$ cat src/rtl/mem_pkg.sv
// Shared definitions for the memory responder: widths, opcode encodings,
// the boot program image and the responder FSM state type.
package mem_pkg;

    localparam int ADDR_W_DEF = 4;
    localparam int DATA_W_DEF = 8;

    localparam logic [3:0] OP_HALT     = 4'b0000;
    localparam logic [3:0] OP_NOP      = 4'b0011;
    localparam logic [3:0] OP_LOAD_B   = 4'b0001;
    localparam logic [3:0] OP_LOAD_A   = 4'b0010;
    localparam logic [3:0] OP_STORE_A  = 4'b0100;
    localparam logic [3:0] OP_ADD      = 4'b1000;
    localparam logic [3:0] OP_SUB      = 4'b1001;
    localparam logic [3:0] OP_JUMP     = 4'b1010;
    localparam logic [3:0] OP_JUMP_NEG = 4'b1011;

    localparam logic [DATA_W_DEF-1:0] BOOT_IMAGE [16] = '{
        8'h2E, 8'h1F, 8'h84, 8'hA2,
        8'h00, 8'h00, 8'h00, 8'h00,
        8'h00, 8'h00, 8'h00, 8'h00,
        8'h00, 8'h00, 8'h01, 8'h01
    };

    typedef enum logic [1:0] {
        IDLE  = 2'd0,
        RSP_I = 2'd1,
        RSP_D = 2'd2
    } state_t;

    // Words beyond the 16-entry image boot as zero.
    function automatic logic [DATA_W_DEF-1:0] boot_word(input int idx);
        if (idx >= 0 && idx < 16)
            return BOOT_IMAGE[idx];
        return '0;
    endfunction

endpackage

$ cat src/rtl/mem_array.sv
// DEPTH x DATA_W storage with one registered read port and one write port;
// rst reloads the boot image. A read coinciding with a write returns the new data.
module mem_array
    import mem_pkg::*;
#(
    parameter int ADDR_W = ADDR_W_DEF,
    parameter int DATA_W = DATA_W_DEF,
    parameter int DEPTH  = 16
) (
    input  logic              clk,
    input  logic              rst,
    input  logic              rd_en,
    input  logic [ADDR_W-1:0] addr,
    input  logic              we,
    input  logic [DATA_W-1:0] wdata,
    output logic [DATA_W-1:0] rd_data
);

    logic [DATA_W-1:0] mem [DEPTH];

    // Reset wins over a write on the same edge, so a store racing rst is lost.
    always_ff @(posedge clk) begin
        if (rst) begin
            for (int i = 0; i < DEPTH; i++)
                mem[i] <= DATA_W'(boot_word(i));
            rd_data <= '0;
        end else begin
            if (we)
                mem[addr] <= wdata;
            if (rd_en)
                rd_data <= we ? wdata : mem[addr];
        end
    end

endmodule

$ cat src/rtl/mem_responder.sv
// Memory responder serving an instruction-fetch port and a data port, one access
// at a time with data priority. Optional store protection: MEM_RESPONDER_WRITE_PROTECT_EN.
module mem_responder
    import mem_pkg::*;
#(
    parameter int ADDR_W     = ADDR_W_DEF,
    parameter int DATA_W     = DATA_W_DEF,
    parameter int DEPTH      = 16,
    parameter int PROT_LIMIT = 4
) (
    input  logic              clk,
    input  logic              rst,
    input  logic              if_req_valid,
    output logic              if_req_ready,
    input  logic [ADDR_W-1:0] if_req_addr,
    output logic              if_rsp_valid,
    output logic [DATA_W-1:0] if_rsp_data,
    input  logic              d_req_valid,
    output logic              d_req_ready,
    input  logic              d_req_we,
    input  logic [ADDR_W-1:0] d_req_addr,
    input  logic [DATA_W-1:0] d_req_wdata,
    output logic              d_rsp_valid,
    output logic [DATA_W-1:0] d_rsp_data,
    output logic              d_rsp_err
);

`ifdef MEM_RESPONDER_WRITE_PROTECT_EN
    localparam bit PROT_ON = 1'b1;
`else
    localparam bit PROT_ON = 1'b0;
`endif

    state_t            state;
    logic              if_vld_r;
    logic              d_vld_r;
    logic              err_r;
    logic [DATA_W-1:0] if_hold;
    logic [DATA_W-1:0] d_hold;
    logic              if_acc;
    logic              d_acc;
    logic              prot_hit;
    logic [ADDR_W-1:0] arr_addr;
    logic [DATA_W-1:0] rd_data;

    assign d_req_ready  = (state == IDLE) && !rst;
    assign if_req_ready = (state == IDLE) && !rst && !d_req_valid;
    assign d_acc        = d_req_valid && d_req_ready;
    assign if_acc       = if_req_valid && if_req_ready;

    assign prot_hit = PROT_ON && d_req_we && (d_req_addr < ADDR_W'(PROT_LIMIT));
    assign arr_addr = d_acc ? d_req_addr : if_req_addr;

    mem_array #(
        .ADDR_W (ADDR_W),
        .DATA_W (DATA_W),
        .DEPTH  (DEPTH)
    ) u_mem (
        .clk     (clk),
        .rst     (rst),
        .rd_en   (d_acc || if_acc),
        .addr    (arr_addr),
        .we      (d_acc && d_req_we && !prot_hit),
        .wdata   (d_req_wdata),
        .rd_data (rd_data)
    );

    // A response pending when rst arrives is dropped rather than pulsed.
    assign if_rsp_valid = if_vld_r && !rst;
    assign d_rsp_valid  = d_vld_r && !rst;
    assign d_rsp_err    = err_r;

    // The array register carries data during the response cycle; holds keep it afterwards.
    assign if_rsp_data = (state == RSP_I) ? rd_data : if_hold;
    assign d_rsp_data  = (state == RSP_D) ? rd_data : d_hold;

    always_ff @(posedge clk) begin
        if (rst) begin
            state    <= IDLE;
            if_vld_r <= 1'b0;
            d_vld_r  <= 1'b0;
            err_r    <= 1'b0;
            if_hold  <= '0;
            d_hold   <= '0;
        end else begin
            case (state)
                IDLE: begin
                    if (d_acc) begin
                        state   <= RSP_D;
                        d_vld_r <= 1'b1;
                        err_r   <= prot_hit;
                    end else if (if_acc) begin
                        state    <= RSP_I;
                        if_vld_r <= 1'b1;
                    end
                end
                RSP_I: begin
                    state    <= IDLE;
                    if_vld_r <= 1'b0;
                    if_hold  <= rd_data;
                end
                RSP_D: begin
                    state   <= IDLE;
                    d_vld_r <= 1'b0;
                    err_r   <= 1'b0;
                    d_hold  <= rd_data;
                end
                default: begin
                    state    <= IDLE;
                    if_vld_r <= 1'b0;
                    d_vld_r  <= 1'b0;
                    err_r    <= 1'b0;
                end
            endcase
        end
    end

endmodule

$ cat config.mk
export PLATFORM = sky130hd
export DESIGN_NAME = mem_responder
export DESIGN_NICKNAME = d
export VERILOG_FILES = /design/src/rtl/mem_pkg.sv /design/src/rtl/mem_array.sv /design/src/rtl/mem_responder.sv
export SDC_FILE = /design/constraint.sdc
export NUM_CORES = 1
export LEC_CHECK = 0
export ABC_AREA = 1
export CAP_MARGIN = 10
export CORE_MARGIN = 4
export CORE_UTILIZATION = 35
export CTS_BUF_LIST = sky130_fd_sc_hd__clkbuf_2
export DETAILED_ROUTE_END_ITERATION = 6
export PLACE_DENSITY = 0.59
export RECOVER_POWER = 100
export SETUP_SLACK_MARGIN = 0.15
export SYNTH_ARGS = -nofsm -noshare
export SYNTH_HDL_FRONTEND = slang
export SYNTH_SLANG_ARGS = --single-unit
$ cat constraint.sdc
create_clock -name clk -period 7.7 [get_ports clk]
set_input_delay 2.31 -clock clk [delete_from_list [all_inputs] [get_ports clk]]
set_output_delay 2.31 -clock clk [all_outputs]
set_load 0.02 [all_outputs]
# Yosys cells after proc, flatten, opt, wreduce, memory -nomap -nowiden
# Memory sizes are Yosys's and may differ from the RTL's. A register that Yosys moved wholly into a read port is not among the register bits.
# Index checks and enable logic that the tools add are counted.
word_totals:
  regBits: 21
  mem_bits_rw: 128
  input_bits: 21
  out_inout_bits: 21
  wordCells: 65
  n_memories: 1
mem_list:
  columns: ["name", "words", "word_bits", "rd", "rd_ports_with_merged_regs", "wr", "line_no", "source"]
  rows:
  - ["u_mem.mem", 16, 8, 1, 1, 16, "mem_array.sv:19", "logic [DATA_W-1:0] mem [DEPTH];"]
classes:
  n_eq_ne: 5
  muxes: 32
  bitwise: 3
  reduce_logical: 17
op_table:
  columns: ["operator", "count"]
  rows:
  - ["8-bit two-way mux", 11]
  - ["1-bit two-way mux", 12]
  - ["4-bit two-way mux", 2]
  - ["8-bit OR reduction", 1]
  - ["1-bit logical AND", 7]
  - ["6-bit two-way mux", 1]
  - ["2-bit inequality test, second input constant", 3]
  - ["1-bit one-hot mux with 2 select lines", 3]
  - ["5-bit two-way mux", 1]
  - ["2-bit two-way mux", 2]
  - ["1-bit NOT", 3]
  - ["3-bit AND reduction", 1]
  - ["3-bit OR reduction", 1]
  - ["2-bit by 1-bit equality test with 1-bit output, second input constant", 1]
  - ["2-bit equality test, second input constant", 1]
  - ["1-bit zero test", 2]
  - ["2-bit zero test", 1]
  - ["2-bit AND reduction", 1]
  - ["2-bit nonzero test", 1]
  - ["2-bit OR reduction", 1]
  - ["1-bit logical OR", 1]

# Longest topological paths before layout
depth:
  depth_word: 9
  ltp_mapped: 14
  ltp_nobuf: 12

# By module
# From an unflattened synthesis, not the netlist that was laid out.
unflattened:
  cells_unflattened: 856
  hier_area_um2: 7419.6
modules_own_cells:
  columns: ["mod", "instances", "cells_each", "area_each_um2", "seq_area_each_um2"]
  rows:
  - ["mem_array", 1, 713, 6397.4, 4003.8]
  - ["mem_responder", 1, 143, 1022.2, 400.4]

# Worst setup path before layout
# No wires, ideal clock.
synth_timing:
  path_type: "in2out"
  startpoint: "in rst"
  endpoint: "out if_req_ready"
  t_arrival_ps: 3053
  slack_ps: 2337
  stages: 5
  n_path_buf: 2
  cell_sequence: "buf_4 > inv_2 > buf_6 > nand2_1 > nor2_1"
synth_between:
  elab_chain_len: 3
synth_lines:
  columns: ["element", "line_no", "source"]
  rows:
  - ["from (decl)", "mem_responder.sv:12", "input logic rst,"]
  - ["1-bit zero test", "mem_responder.sv:47", "assign if_req_ready = (state == IDLE) && !rst && !d_req_valid;"]
  - ["1-bit logical AND (2 in series)", "mem_responder.sv:47", null]
  - ["to (decl)", "mem_responder.sv:14", "output logic if_req_ready,"]
# No other way between the ends.

==> impl_metrics.toml <==
[grt]
grt-ovfl-total = 0
first_global_vias = 5346
grt_start_max_net_pins = 36
antenna_found_initial = 1
grt_pass1_wl_um = 29650
grtUsageTotal_pct = 16.10

[clock_tree]
cts_setup_buffers = 0
clockBufferDepth = 2
clk_pin_slew_ps = 230
cts_max_level = 4
ctsResizeCount = 0
clock_sinks = 156
cts_tree = "yes"
clock_latency_ps = 750
cts_hold_buf = 0
clock-root-buffer = "clkbuf_2"
numCtsBuffers = 17

[synthesis]
ys_ff_latch = 156
ys_warn_count = 0
syn_area_per_cell_um2 = 8.456
syn-cell-area_um2 = 7492
ys_seq_area_share_pct = 58.78
synth_top_area_share_pct = 51.30
syn_inst = 886
yosysTopAreaCell = "edfxtp_1"
ys_types = 24
synthTopCellsByArea = "edfxtp_1 (51%), nand2_1 (17%), dfxtp_1 (7.5%)"
synth_fp_nets = 907

[setup_path]
rr_endpoint = "u_mem.mem[13][3]"
setup.worst_path.end = "u_mem.mem[13][3]"
cp.required_ps = 8150
rr_worst_depth = 9
path_delay_family = "simple AND/OR/NAND/NOR gates"
critPathLaunchType = "primary input"
critPathKind = "in2reg"
cp_common_cell = "nand2_1"
cp_max_fo = 34
slowest_stage = "nand2_1"
cpPeakStageDelay_ps = 1040
worstPathCellList = "dlygate4sd3_1 > buf_4 > inv_2 > nand3_1 > nand2_1 > nand2_1 > nor2_1 > nand2_1 > inv_1 > nand2_1 > nand2_1"
crit_buf_inv = 4
path_depth = 11
r2r_start = "state[0]"
reg2reg_slack_ps = 3190
crit_start = "rst"
cp-end-kind = "register"
crit_arrival_ps = 7220

[worst_hold_path]
min_path_type = "reg2reg"

[power]
pwr_density_cell_nw_per_um2 = 208.1
sw_frac_of_total_pct = 28.75
sequentialPowerShare_pct = 55.3
power_leakage_uw = 0.003788
irDropWorstVdd_uv = 72.37
pwr-share-clk_pct = 31.3
p_sw_uw = 495.2
finalPower_uw = 1722
comb_power_share_pct = 13.3
internal_power_uw = 1227

[sta]
min_period_over_period_pct = 87.99
slew_headroom_pct = 20.98
worst_slew_pin_slew_ps = 1182
fin_tns_setup_ps = 0
fmax_mhz = 147.6
holdWs_ps = 501.0
finalCriticalPeriod_ps = 6775
hold_viol = 0
rsz0062_at_grt = "no"
slew_viol_final = 0
worst_clock_skew_ps = 18.84
setup_viol = 0

[detailed_routing]
wl_met1_um = 8896
met2_wirelength_um = 8552
drt-initial-drc-count = 472
drc = 2
final_antenna_net_count = 0
firstDrtPassIters = 7
vias = 5818
avgRoutedWirePerCell_um = 15.99
wl_um = 19090
viasPerCell = 4.873
wl_met3_um = 1316
highest_layer = "met4"

[layout]
nNetsFinal = 924
areaGrowthSynthToFinish_pct = 10.44
fin_area_um2 = 8274
fin_cells = 1194
fillers = 2127
drive_above_1_share_pct = 5.349

[placed_design]
portBuffers = 40
place_inst = 1159
place_congestion = 0.8566
placed_cell_area_um2 = 8034
hpwl_um = 12510

[floorplanning]
start_util_pct = 35.64
core_um2 = 21020
io_pins = 42
std_cell_rows = 53
fp.dieH_um = 154.3
dieArea_um2 = 23810
die_w_um = 154.3

[outcome]
violations = "DRC"
status = "finished, violations left"

[flow_run]
cap_violations = 0
-- placed cells by master, fill, tap and decap left out --
cell type        Yosys  final
nand4_1              1      1
nand3_1             72     73
clkbuf_2             0     17
nand4_4              1      1
nand2_1            334    348
o21bai_1             8      8
o211ai_1             1      1
edfxtp_1           128    128
inv_2               13      6
inv_1               58     65
bufinv_16            0      4
a21oi_1              8      8
clkdlybuf4s50_1      0     19
clkinvlp_4           0      5
conb_1               1      1
nor2_4               3      2
dlygate4sd3_1        0     21
buf_4                4      2
inv_8                0      1
o21ai_2              2      2
dfxtp_1             28     28
diode_2              0      3
nor2_2               7      3
clkinv_4             0      2
inv_6                0      3
nor2_1             137    142
o21ai_4              1      1
o21ai_0             24     24
-- worst min path at each step --
stage                        to  depth (start not counted)  slack [ps]             start
2_1_floorplan  u_mem.rd_data[0]                          2         450  u_mem.rd_data[0]
3_3_place_gp   u_mem.rd_data[3]                          2         470  u_mem.rd_data[3]
3_5_place_dp   u_mem.rd_data[4]                          2         470  u_mem.rd_data[4]
4_1_cts        u_mem.rd_data[4]                          2         500  u_mem.rd_data[4]
5_1_grt        u_mem.rd_data[6]                          2         520  u_mem.rd_data[6]
6_report       u_mem.rd_data[6]                          2         500  u_mem.rd_data[6]
-- layout make-up --
type,count,area (um2),share of cell area [%]
clock inverter,15,212.7,2.571
multi-input combinational,615,2539,30.68
clock buffer,17,85.08,1.028
inverter,71,266.5,3.221
sequential,156,4404,53.23
tap,275,344.1,4.158
antenna,3,7.507,0.09073
timing repair buffer,42,415.4,5.020
-- power by group through the flow --
stage / sequential, uW / clock [uW] / combinational [uW]
5_1_grt: 957 / 581 / 254
4_1_cts: 953 / 545 / 236
2_1_floorplan: 967 / 0 / 159
3_3_place_gp: 971 / 0 / 234
3_5_place_dp: 972 / 0 / 234
6_report: 953 / 539 / 230
-- cell families (layout without fill, tap and decap cells) --
group | count (synthesis) | in the layout | share of synthesized area, %
DFF | 156 | 156 | 58.78
other | 1 | 4 | 0.05005
and+or+nand+nor | 570 | 570 | 31.21
buffers and inverters | 115 | 145 | 6.463
AOI/OAI and AO/OA | 44 | 44 | 3.491
-- routing by layer --
layer	track usage (%)	vias up
met1	22.91	2719
met2	24.71	216
li1	-	2859
met3	3.246	24
met5	0	-
met4	5.257	0
-- state kept, by name, summed over array words and instances (netlist names) --
signal and cells:
u_mem.mem 128, if_hold 8, u_mem.rd_data 8, d_hold 8, d_vld_r 1, state 2
if_vld_r 1
-- metrics by stage --
step,utilization [%],worst slack [ps]
CTS,39.63,1077
detailed placement,38.22,1079
floorplan,-,2337
finish,39.36,924.6
global placement,38.22,1102
global route,39.36,537.0
-- cell usage after synthesis --
master      n
inv_2      13
o21ai_2     2
o21ai_4     1
buf_6       2
clkbuf_1   20
o21ai_0    24
o21bai_1    8
conb_1      1
dfxtp_1    28
buf_2      18
nand2_1   334
nand2_2    14
nand3_1    72
a21oi_1     8
inv_1      58
buf_4       4
o211ai_1    1
nor2_2      7
nand3_4     1
nor2_1    137
nand4_1     1
nor2_4      3
edfxtp_1  128
nand4_4     1
-- worst min-delay path, cell delays in order, from the launching register on --
cell and delay (ps):
dfxtp_1 370, nand2_1 60, a21oi_1 50
No activity file was read; power rests on OpenSTA's default activity.
